==> config.mk <==
export PLATFORM = sky130hd
export DESIGN_NAME = datamem_port_arbiter
export DESIGN_NICKNAME = d
export VERILOG_FILES = /design/src/rtl/datamem_port_arbiter.sv
export SDC_FILE = /design/constraint.sdc
export NUM_CORES = 1
export LEC_CHECK = 0
export ABC_AREA = 0
export CAP_MARGIN = 25
export CORE_ASPECT_RATIO = 0.75
export CORE_UTILIZATION = 41
export DETAILED_ROUTE_END_ITERATION = 6
export GPL_TIMING_DRIVEN = 1
export HOLD_SLACK_MARGIN = 0.03
export PLACE_DENSITY = 0.87
export SLEW_MARGIN = 20
export SYNTH_ARGS = -nofsm -noshare
export SYNTH_HDL_FRONTEND = slang
export SYNTH_SLANG_ARGS = --single-unit
==> constraint.sdc <==
create_clock -name clk -period 7.9 [get_ports clk]
set_input_delay 1.58 -clock clk [delete_from_list [all_inputs] [get_ports clk]]
set_output_delay 1.58 -clock clk [all_outputs]
set_load 0.02 [all_outputs]
==> src/rtl/datamem_port_arbiter.sv <==
// Shares the single-port AES data memory between the CPU load/store port and the host loader.
// The CPU wins by default; a pending host access is forced through after MAX_WAIT busy cycles.
module datamem_port_arbiter #(
    parameter int DEPTH    = 70,
    parameter int AW       = 7,
    parameter int MAX_WAIT = 8
) (
    input  logic        clk,
    input  logic        clrn,
    input  logic        cpu_en,
    input  logic [3:0]  cpu_we,
    input  logic [31:0] cpu_addr,
    input  logic [31:0] cpu_wdata,
    output logic [31:0] cpu_rdata,
    output logic        cpu_stall,
    input  logic        host_req,
    input  logic        host_we,
    input  logic [31:0] host_addr,
    input  logic [31:0] host_wdata,
    output logic        host_ready,
    output logic        host_ack,
    output logic        host_err,
    output logic [31:0] host_rdata,
    output logic [31:0] mem_addr,
    output logic [3:0]  mem_we,
    output logic [31:0] mem_datain,
    input  logic [31:0] mem_dataout
);

    typedef enum logic [1:0] {IDLE, PEND, GRANT, ACK} state_t;

    localparam logic [7:0] WAIT_LAST = 8'(MAX_WAIT - 1);
    localparam logic [AW:0] DEPTH_L = (AW + 1)'(DEPTH);

    state_t      state;
    logic [7:0]  wait_cnt;
    logic        lat_we;
    logic [31:0] lat_addr;
    logic [31:0] lat_wdata;
    logic        out_of_range;

    // Any address bit above the word-index field also counts as out of range.
    assign out_of_range = (|host_addr[31:AW+2]) || ({1'b0, host_addr[AW+1:2]} >= DEPTH_L);

    always_ff @(posedge clk) begin
        if (state == IDLE && host_req) begin
            lat_we    <= host_we;
            lat_addr  <= host_addr;
            lat_wdata <= host_wdata;
        end
    end

    always_ff @(posedge clk or negedge clrn) begin
        if (!clrn) begin
            state      <= IDLE;
            wait_cnt   <= 8'd0;
            host_ready <= 1'b1;
            host_ack   <= 1'b0;
            host_err   <= 1'b0;
            host_rdata <= 32'd0;
        end else begin
            case (state)
                IDLE: begin
                    if (host_req) begin
                        wait_cnt   <= 8'd0;
                        host_ready <= 1'b0;
                        if (out_of_range) begin
                            state    <= ACK;
                            host_ack <= 1'b1;
                            host_err <= 1'b1;
                        end else begin
                            state <= PEND;
                        end
                    end
                end
                PEND: begin
                    if (!cpu_en || wait_cnt == WAIT_LAST) begin
                        state <= GRANT;
                    end else if (wait_cnt != 8'hff) begin
                        wait_cnt <= wait_cnt + 8'd1;
                    end
                end
                GRANT: begin
                    // For a write this captures the word as it was before the write lands.
                    host_rdata <= mem_dataout;
                    host_ack   <= 1'b1;
                    host_err   <= 1'b0;
                    state      <= ACK;
                end
                ACK: begin
                    host_ack   <= 1'b0;
                    host_err   <= 1'b0;
                    host_ready <= 1'b1;
                    state      <= IDLE;
                end
                default: begin
                    state      <= IDLE;
                    host_ready <= 1'b1;
                    host_ack   <= 1'b0;
                    host_err   <= 1'b0;
                end
            endcase
        end
    end

    always_comb begin
        mem_addr   = cpu_addr;
        mem_datain = cpu_wdata;
        mem_we     = cpu_en ? cpu_we : 4'b0000;
        cpu_stall  = 1'b0;
        if (state == GRANT) begin
            mem_addr   = lat_addr;
            mem_datain = lat_wdata;
            mem_we     = {4{lat_we}};
            cpu_stall  = cpu_en;
        end
    end

    assign cpu_rdata = mem_dataout;

endmodule

==> results of run 1 <==
==> worst max-delay path, cell delays in order <==
cell and delay [ns]:
clkdlybuf4s50_1 0.70, nor2b_1 0.37, a22o_1 0.23, clkdlybuf4s50_1 0.62
==> cells by family (layout without fill, tap and decap cells) <==
logic type	Yosys count	count (layout)	share of synthesized area [%]
DFF	110	110	60.05
muxes	99	99	21.67
and+or+nand+nor	52	52	5.735
buffers and inverters	52	326	6.393
AOI/OAI and AO/OA	32	32	4.929
adders and majority gates	5	5	1.220
==> per-layer routing <==
| layer | GRT usage, % | share of wire [%] | vias up |
|---|---|---|---|
| li1 | - | - | 1826 |
| met1 | 24.99 | 39 | 1904 |
| met2 | 40.30 | 53 | 185 |
| met3 | 5.710 | 5.9 | 23 |
| met4 | 5.430 | 1.6 | 0 |
| met5 | 0 | 0 | - |
==> how the worst max path moves through the flow <==
stage               startpoint         to  slack [ns]
floorplan               cpu_en  mem_we[2]        4.08
global placement        cpu_en  mem_we[3]        2.89
detailed placement      cpu_en  mem_we[3]        2.82
CTS                     cpu_en  mem_we[3]        2.82
global route            cpu_en  mem_we[3]        2.73
finish                  cpu_en  mem_we[3]        2.82
==> cell type report <==
cell class	instances	area, um2	share of cell area (%)
Clock buffer	10	250.2	2.985
Clock inverter	6	48.80	0.5820
Inverter	4	15.01	0.1791
Multi-Input combinational cell	188	1733	20.67
Sequential cell	110	3079	36.73
Tap cell	162	202.7	2.418
Timing Repair Buffer	306	3055	36.44
==> state kept, by name, summed over array words and instances (netlist names) <==
| signal | count |
|---|---|
| host_rdata | 32 |
| lat_addr | 32 |
| lat_wdata | 32 |
| wait_cnt | 8 |
| state | 2 |
| host_ack | 1 |
| host_err | 1 |
| host_ready | 1 |
| lat_we | 1 |
==> per-stage QoR <==
step,instances,instance area [um2],setup slack [ns],hold WS [ns]
after global placement,770,8083,2.893,0.4761
after detailed placement,770,8083,2.815,0.4899
after floorplan,350,5127,4.081,0.5075
after CTS,786,8382,2.822,0.5057
after global routing,786,8384,2.732,0.5172
final,786,8384,2.817,0.5025
==> layout by cell type, fill, tap and decap left out, types with 2 or more instances in the layout <==
cell / n
clkinv_4: 2
a31oi_1: 2
nor2_1: 6
mux2_2: 81
buf_4: 3
dfrtp_1: 44
mux2i_1: 3
or3_1: 2
o21ai_1: 3
and3_1: 2
inv_1: 3
o31a_1: 2
nand4_1: 4
o41ai_1: 2
nand3_1: 4
and4_1: 2
mux2_1: 15
nor2b_1: 2
ha_1: 4
edfxtp_1: 65
clkdlybuf4s50_1: 303
clkbuf_16: 10
o211ai_1: 2
a21oi_1: 3
a22o_1: 4
nand2_1: 13
nor4_1: 5
inv_6: 3
and2_1: 2
o21ai_0: 4
nand4b_1: 2
==> synth_stat cells (2+ instances only) <==
library cell   n  area [um2]
nor2_1         6       22.52
o21ai_1        3       15.01
a22o_1         4       35.03
a31oi_1        2       12.51
mux2_1        15       168.9
nand4b_1       2       17.52
and3_1         2       12.51
ha_1           5       62.56
nor4_1         5       31.28
and2_1         2       12.51
clkbuf_1       4       15.01
mux2i_1        3       30.03
and4_1         2       17.52
nand2_1       13       48.80
edfxtp_1      65        1952
dfrtp_1       44        1101
buf_1          4       15.01
o41ai_1        2       17.52
a21oi_1        3       15.01
nand3_1        4       20.02
nor2b_1        2       12.51
buf_2          7       35.03
o31a_1         2       17.52
inv_1          4       15.01
o211ai_1       2       15.01
buf_4         33       247.7
mux2_2        81       912.1
or3_1          2       12.51
nand4_1        4       25.02
o21ai_0        4       20.02
==> power by group through the flow <==
stage                     Clock [uW]  Combinational (uW)  Sequential [uW]
after global routing             480                1500              873
after CTS                        460                1440              857
after floorplan                    0                 690              971
after global placement             0                1400              857
final                            446                1420              855
after detailed placement           0                1430              868
==> results.sh, run 1 <==
export IMPL_status="finished clean"
export IMPL_r2r_start="state[0]$_DFFE_PN0P_"
export IMPL_crit_path_max_fanout=11
export IMPL_sw_frac_of_total_pct=35.53
export IMPL_slew_headroom_pct=43.90
export IMPL_globalplace_congestion=0.8228
export IMPL_synthCells=350
export IMPL_grt_overflow=0
export IMPL_setup_tns_ns=0
export IMPL_grt_max_degree=64
export IMPL_clock_root_buffer="clkbuf_16"
export IMPL_critPathCaptureType="primary output"
export IMPL_rsz0062_at_grt="no"
export IMPL_hold_end="host_err$_DFFE_PN0P_"
export IMPL_power_density_mw_per_mm2=325.0
export IMPL_p_leak_uw=0.003163
export IMPL_grt_pass1_wl_mm=21.74
export IMPL_die_h_um=98.85
export IMPL_hold_viol_final=0
export IMPL_antenna_found_initial=0
export IMPL_critPathKind="primary input to primary output"
export IMPL_dominantRegCellSynth="edfxtp_1"
export IMPL_cts_clk_slew_worst_paths_ns=0.07
export IMPL_peakVddDrop_mv=0.1931
export IMPL_ys_seq_area_share_pct=60.05
export IMPL_io_pins=305
export IMPL_worstHoldStart="host_err$_DFFE_PN0P_"
export IMPL_numClockSinks=110
export IMPL_drive_gt1_share_pct=17.31
export IMPL_holdPathStages=1
export IMPL_power_switching_uw=968.3
export IMPL_cp_start_kind="primary input"
export IMPL_synth_edf_count=65
export IMPL_r2r_cells=5
export IMPL_synth_area_per_cell_um2=14.65
export IMPL_nNetsFinal=793
export IMPL_grt_pass1_vias=4147
export IMPL_skew_ns=0.005563
export IMPL_vias=3938
export IMPL_async_reset_ff_share_pct=40.91
export IMPL_period_needed_ns=5.083
export IMPL_antenna_left=0
export IMPL_hold_class="flip-flop to flip-flop"
export IMPL_htreeDepth=3
export IMPL_ys_ff_latch=110
export IMPL_fmax_mhz=196.7
export IMPL_initial_core_util_pct=43.20
export IMPL_drtIter0Drc=144
export IMPL_clock_path_buffers=2
export IMPL_final_util_pct=70.64
export IMPL_antenna_cells=0
export IMPL_setup_viol=0
export IMPL_finalCritPeriodShare_pct=64.35
export IMPL_cp_arrival_ns=3.50
export IMPL_nFillCells=793
export IMPL_worstMarginPinSlew_ns=0.8414
export IMPL_combPwrFrac_pct=52.2
export IMPL_drv_slew=0
export IMPL_route_detailed_drc=0
export IMPL_gr_usage_all_layers_pct=21.75
export IMPL_synth_distinct_cells=49
export IMPL_seqPwrFrac_pct=31.4
export IMPL_rrSetupSlack_ns=5.34
export IMPL_maxCapViolCount=0
export IMPL_synth_nets=524
export IMPL_die_w_um=131.1
export IMPL_yosys_warnings=0
export IMPL_critical_path_required_ns=6.32
export IMPL_cts_tree="yes"
export IMPL_ctsResizeCount=0
export IMPL_cts_made_buffers=9
export IMPL_clkLatencyLatePin_ns=0.34
export IMPL_area_growth_pct=63.52
export IMPL_wl_per_cell_um=18.21
export IMPL_core_mm2=0.01187
export IMPL_dr_pass1_iters=4
export IMPL_place_hpwl_mm=11.19
export IMPL_post_cts_buffers=0
export IMPL_row_count=34
export IMPL_reg2reg_to="lat_wdata[15]$_DFFE_PP_"
export IMPL_die_area_mm2=0.01296
export IMPL_wl_mm=14.31
export IMPL_netlist_area_mm2=0.005127
export IMPL_port_buffers=304
export IMPL_viasPerCell=5.010
export IMPL_clock_power_share_pct=16.4
export IMPL_internal_power_uw=1757
export IMPL_finalPower_uw=2725
export IMPL_hold_buffers=0
Note: power is estimated with default switching activity, not from simulation.
==> run 2, diff against run 1 <==
--- a/config.mk
+++ b/config.mk
@@ -8,11 +8,11 @@
 export ABC_AREA = 0
 export CAP_MARGIN = 25
 export CORE_ASPECT_RATIO = 0.75
-export CORE_UTILIZATION = 41
+export CORE_UTILIZATION = 38
 export DETAILED_ROUTE_END_ITERATION = 6
 export GPL_TIMING_DRIVEN = 1
 export HOLD_SLACK_MARGIN = 0.03
-export PLACE_DENSITY = 0.87
+export PLACE_DENSITY = 0.81
 export SLEW_MARGIN = 20
 export SYNTH_ARGS = -nofsm -noshare
 export SYNTH_HDL_FRONTEND = slang
==> constraint.sdc (replaced) <==
create_clock -name clk -period 4.8 [get_ports clk]
set_input_delay 0.96 -clock clk [delete_from_list [all_inputs] [get_ports clk]]
set_output_delay 0.96 -clock clk [all_outputs]
set_load 0.02 [all_outputs]
==> run 2 against run 1 <==
Clock power grew 62%. Largest power group unchanged. Clock-buffer cell count is the same. Register-to-register slack lost 3.0 ns. Critical path depth is the same. Non-clock buffer count grew 1. Sequential cell count is the same. Combinational power grew 64%. Routed wire length shrank 1.7%. Core utilization shrank 6.4 points. Global-route usage shrank 2.2 points. Via count shrank 1.6%. Worst hold slack is essentially flat.
==> results.sh, run 2 (synthesized netlist as in run 1, its figures left out) <==
export IMPL_status="finished clean"
export IMPL_cp_arrival_ns=2.77
export IMPL_power_density_mw_per_mm2=532.3
export IMPL_route_detailed_drc=0
export IMPL_numClockSinks=110
export IMPL_grt_pass1_vias=3922
export IMPL_antenna_cells=0
export IMPL_dp_slack_ns=1.084
export IMPL_grt_pass1_wl_mm=20.46
export IMPL_clock_path_buffers=2
export IMPL_grtUsageMet3_pct=6.146
export IMPL_stdcell_area_mm2=0.008392
export IMPL_grt_overflow=0
export IMPL_dr_pass1_iters=4
export IMPL_clkLatencyLatePin_ns=0.35
export IMPL_io_pins=305
export IMPL_critical_path_required_ns=3.84
export IMPL_area_growth_pct=63.67
export IMPL_peakVddDrop_mv=0.3252
export IMPL_wl_mm=14.07
export IMPL_path_cells="clkdlybuf4s50_1, nor2b_1, a22o_1, clkdlybuf4s50_1"
export IMPL_grt_busiest_layer="met2"
export IMPL_seq_area_mm2=0.003079
export IMPL_p_leak_uw=0.003160
export IMPL_cp_slowest_stage_delay_ns=0.71
export IMPL_setup_viol=0
export IMPL_hold_viol_final=0
export IMPL_cts_clk_slew_worst_paths_ns=0.07
export IMPL_ctsResizeCount=0
export IMPL_critPathKind="primary input to primary output"
export IMPL_drive_gt1_share_pct=17.44
export IMPL_finalCritPeriodShare_pct=77.67
export IMPL_nFillCells=954
export IMPL_cp_start_kind="primary input"
export IMPL_period_needed_ns=3.728
export IMPL_cts_tree="yes"
export IMPL_hold_buffers=0
export IMPL_met2_usage_pct=34.13
export IMPL_globalplace_congestion=0.8429
export IMPL_cts_made_buffers=9
export IMPL_use_met1_pct=23.12
export IMPL_drtIter0Drc=180
export IMPL_antenna_left=0
export IMPL_fmax_mhz=268.2
export IMPL_die_area_mm2=0.01397
export IMPL_htreeDepth=3
export IMPL_largest_registers="host_rdata: 32 flops, lat_addr: 32 flops, lat_wdata: 32 flops"
export IMPL_place_hpwl_mm=10.84
export IMPL_nNetsFinal=794
export IMPL_fin_ws_ns=1.072
export IMPL_cp_top_family="buffers and inverters"
export IMPL_gr_usage_all_layers_pct=19.53
export IMPL_wl_per_cell_um=17.68
export IMPL_critPathBufInv=2
export IMPL_final_cell_mix="clkdlybuf4s50_1 (303), mux2_2 (81), edfxtp_1 (65)"
export IMPL_multi_input_area_mm2=0.001733
export IMPL_setup_tns_ns=0
export IMPL_row_count=36
export IMPL_antenna_found_initial=0
export IMPL_final_common_cell="clkdlybuf4s50_1"
export IMPL_crit_top_cell="clkdlybuf4s50_1"
export IMPL_core_mm2=0.01306
export IMPL_clock_root_buffer="clkbuf_16"
export IMPL_skew_ns=0.009952
export IMPL_place_area_mm2=0.008102
export IMPL_post_cts_buffers=0
export IMPL_grt_max_degree=72
export IMPL_hold_class="flip-flop to flip-flop"
export IMPL_die_w_um=136.1
export IMPL_port_buffers=304
export IMPL_cp_slowest_cell="clkdlybuf4s50_1"
export IMPL_maxCapViolCount=0
export IMPL_drv_slew=0
export IMPL_crit_path_max_fanout=11
export IMPL_worstMarginPinSlew_ns=0.9460
export IMPL_slew_headroom_pct=36.93
export IMPL_vias=3876
export IMPL_initial_core_util_pct=39.25
export IMPL_rsz0062_at_grt="no"
export IMPL_die_h_um=102.6
export IMPL_viasPerCell=4.869
export IMPL_critPathCaptureType="primary output"
## run 2: cell count changes in the layout (fill, tap and decap cells not counted), sizes merged
cell	change
clkinv	-3
clkinvlp	+1
inv	+2
buf	+1
## run 2: routing by layer
layer / vias up / share of wire (%) / routed length (um)
li1: 1827 / - / -
met1: 1847 / 39 / 5532
met2: 187 / 52 / 7278
met3: 15 / 7.7 / 1086
met4: 0 / 1.2 / 172
met5: - / 0 / 0
## run 2: metrics by stage
| stage | instances | utilization (%) | power (uW) | hold slack [ns] |
|---|---|---|---|---|
| floorplan | 350 | - | 2733 | 0.5075 |
| global placement | 780 | 62.02 | 3726 | 0.4768 |
| detailed placement | 780 | 62.02 | 3776 | 0.4950 |
| CTS | 796 | 64.22 | 4516 | 0.5109 |
| global route | 796 | 64.24 | 4698 | 0.5244 |
| finish | 796 | 64.24 | 4467 | 0.5023 |
## run 2: cell type report
type | instances | share of cell area, %
clock buffers | 10 | 2.848
clock inverters | 6 | 0.5815
inverters | 4 | 0.1789
multi-input cells | 188 | 20.65
flip-flops and latches | 110 | 36.69
well taps | 171 | 2.550
repair buffers | 307 | 36.50
## run 2: final timing paths
kind                                      startpoint                          to  slack, ns  depth (start not counted)
worst max register to register  state[0]$_DFFE_PN0P_      lat_addr[31]$_DFFE_PP_       2.38                          5
worst max-delay path                          cpu_en                   mem_we[2]       1.07                          4
worst min register to register  host_err$_DFFE_PN0P_        host_err$_DFFE_PN0P_       0.50                          1
max in group asynchronous                       clrn  host_rdata[13]$_DFFE_PN0P_       3.80                          1
min in group asynchronous                       clrn     wait_cnt[1]$_DFFE_PN0P_       0.60                          1
worst min-delay path            host_err$_DFFE_PN0P_        host_err$_DFFE_PN0P_       0.50                          1
## run 2: power by group
part           internal (uW)  total (uW)  switching, uW
Clock                    375         724            350
Sequential              1290        1410            117
Combinational           1210        2330           1120
==> run 3, diff against run 2 <==
==> constraint.sdc (replaced) <==
create_clock -name clk -period 3.9 [get_ports clk]
set_input_delay 0.78 -clock clk [delete_from_list [all_inputs] [get_ports clk]]
set_output_delay 0.78 -clock clk [all_outputs]
set_load 0.02 [all_outputs]
==> run 3 against run 2 <==
Die area stayed put. Cell area is 0.24% higher. Clock skew hardly changed. Routed wire length is 0.48% higher. Critical path depth is 1 higher.
==> results.sh, run 3 (synthesized netlist as in run 1, its figures left out) <==
export IMPL_cts_tree="yes"
export IMPL_place_hpwl_mm=10.97
export IMPL_core_mm2=0.01306
export IMPL_cts_clk_slew_worst_paths_ns=0.07
export IMPL_critical_path_required_ns=3.12
export IMPL_clkLatencyLatePin_ns=0.34
export IMPL_startpoint="state[0]$_DFFE_PN0P_"
export IMPL_clock_path_buffers=2
export IMPL_dr_pass1_iters=4
export IMPL_r2r_start="state[0]$_DFFE_PN0P_"
export IMPL_clock_root_buffer="clkbuf_16"
export IMPL_cp_start_kind="flip-flop"
export IMPL_skew_ns=0.009688
export IMPL_final_cell_mix="clkdlybuf4s50_1 (303), mux2_2 (81), edfxtp_1 (65)"
export IMPL_critPathCaptureType="primary output"
export IMPL_hold_viol_final=0
export IMPL_route_detailed_drc=0
export IMPL_hold_buffers=0
export IMPL_worstMarginPinSlew_ns=0.6086
export IMPL_gr_usage_all_layers_pct=19.45
export IMPL_die_area_mm2=0.01397
export IMPL_status="finished clean"
export IMPL_wl_met2_mm=7.262
export IMPL_final_common_cell="clkdlybuf4s50_1"
export IMPL_port_buffers=304
export IMPL_cp_slowest_cell="clkdlybuf4s50_1"
export IMPL_drive_gt1_share_pct=17.25
export IMPL_p_leak_uw=0.003162
export IMPL_hold_class="primary input to async pin"
export IMPL_cp_arrival_ns=2.57
export IMPL_grt_max_degree=46
export IMPL_fmax_mhz=298.7
export IMPL_slew_headroom_pct=59.34
export IMPL_critPathKind="flip-flop to primary output"
export IMPL_nNetsFinal=795
export IMPL_numClockSinks=110
export IMPL_htreeDepth=3
export IMPL_antenna_left=0
export IMPL_antenna_found_initial=0
export IMPL_finalCritPeriodShare_pct=85.83
export IMPL_cts_made_buffers=9
export IMPL_crit_path_max_fanout=44
export IMPL_wl_per_cell_um=17.74
export IMPL_period_needed_ns=3.348
export IMPL_viasPerCell=4.951
export IMPL_peakVddDrop_mv=0.3864
export IMPL_met1_length_mm=5.530
export IMPL_post_cts_buffers=0
export IMPL_rsz0062_at_grt="no"
export IMPL_ctsResizeCount=0
export IMPL_grt_pass1_wl_mm=20.69
export IMPL_antenna_cells=0
export IMPL_row_count=36
export IMPL_final_util_pct=64.40
export IMPL_drtIter0Drc=166
export IMPL_largest_registers="host_rdata: 32 flops, lat_addr: 32 flops, lat_wdata: 32 flops"
export IMPL_setup_tns_ns=0
export IMPL_grt_pass1_vias=3912
export IMPL_vias=3946
export IMPL_drv_slew=0
export IMPL_power_density_mw_per_mm2=653.4
export IMPL_wl_mm=14.14
export IMPL_path_cells="inv_1, ha_4, buf_12, mux2_1, clkdlybuf4s50_1"
export IMPL_initial_core_util_pct=39.25
export IMPL_grt_overflow=0
export IMPL_finalPower_uw=5496
export IMPL_nFillCells=973
export IMPL_maxCapViolCount=0
export IMPL_setup_viol=0
export IMPL_routed_top_layer="met4"
export IMPL_die_w_um=136.1
export IMPL_area_growth_pct=64.06
export IMPL_multi_input_area_mm2=0.001733
export IMPL_seq_area_mm2=0.003079
export IMPL_die_h_um=102.6
export IMPL_io_pins=305
export IMPL_globalplace_congestion=0.8709
export IMPL_cp_slowest_stage_delay_ns=0.56
export IMPL_met3_length_mm=1.134
run 3: cell types whose count changed in the layout (fill, tap and decap cells not counted), sizes merged:
cell and change:
clkinv +3, buf +1, inv -3
run 3: area by class of cell:
class	instances	share of cell area [%]
clock buffers	10	2.722
clock inverters	6	0.5503
inverters	4	0.1785
multi-input cells	188	20.60
flip-flops and latches	110	36.61
well taps	171	2.544
repair buffers	308	36.80
run 3: final timing paths:
check	cells past startpoint	slack, ns	endpoint
max reg2reg	5	1.64	lat_wdata[30]$_DFFE_PP_
max	5	0.55	mem_datain[28]
min reg2reg	2	0.50	host_ready$_DFFE_PN1P_
min	1	0.43	wait_cnt[0]$_DFFE_PN0P_
max in group asynchronous	1	3.08	host_rdata[5]$_DFFE_PN0P_
min in group clk	2	0.50	host_ready$_DFFE_PN1P_
run 3: metrics by stage:
step           hold slack [ns]  worst slack, ns  std cells  instance area [um2]
2_1_floorplan           0.4844            1.339        350                 5127
3_3_place_gp            0.4743           0.7664        781                 8134
3_5_place_dp            0.4924           0.7585        781                 8134
4_1_cts                 0.5052           0.5045        797                 8409
5_1_grt                 0.4710           0.4442        797                 8412
6_report                0.4264           0.5525        797                 8412
run 3: critical path, delay by kind of cell (launching register included):
family | cells | cell delay, ns
buffers and inverters | 3 | 1.00
adders and majority gates | 1 | 0.43
muxes | 1 | 0.37
DFF | 1 | 0.40
run 3: routing by layer:
| metal | vias to the layer above | track usage (%) |
|---|---|---|
| met2 | 194 | 33.39 |
| li1 | 1824 | - |
| met4 | 0 | 5.214 |
| met5 | - | 0 |
| met1 | 1909 | 24.34 |
| met3 | 19 | 5.211 |
run 3: power breakdown:
part	switching (uW)	leakage, uW	total [uW]	internal (uW)
clock network	420	0.000131	860	439
registers	148	0.00114	1740	1590
logic	1390	0.00189	2900	1520
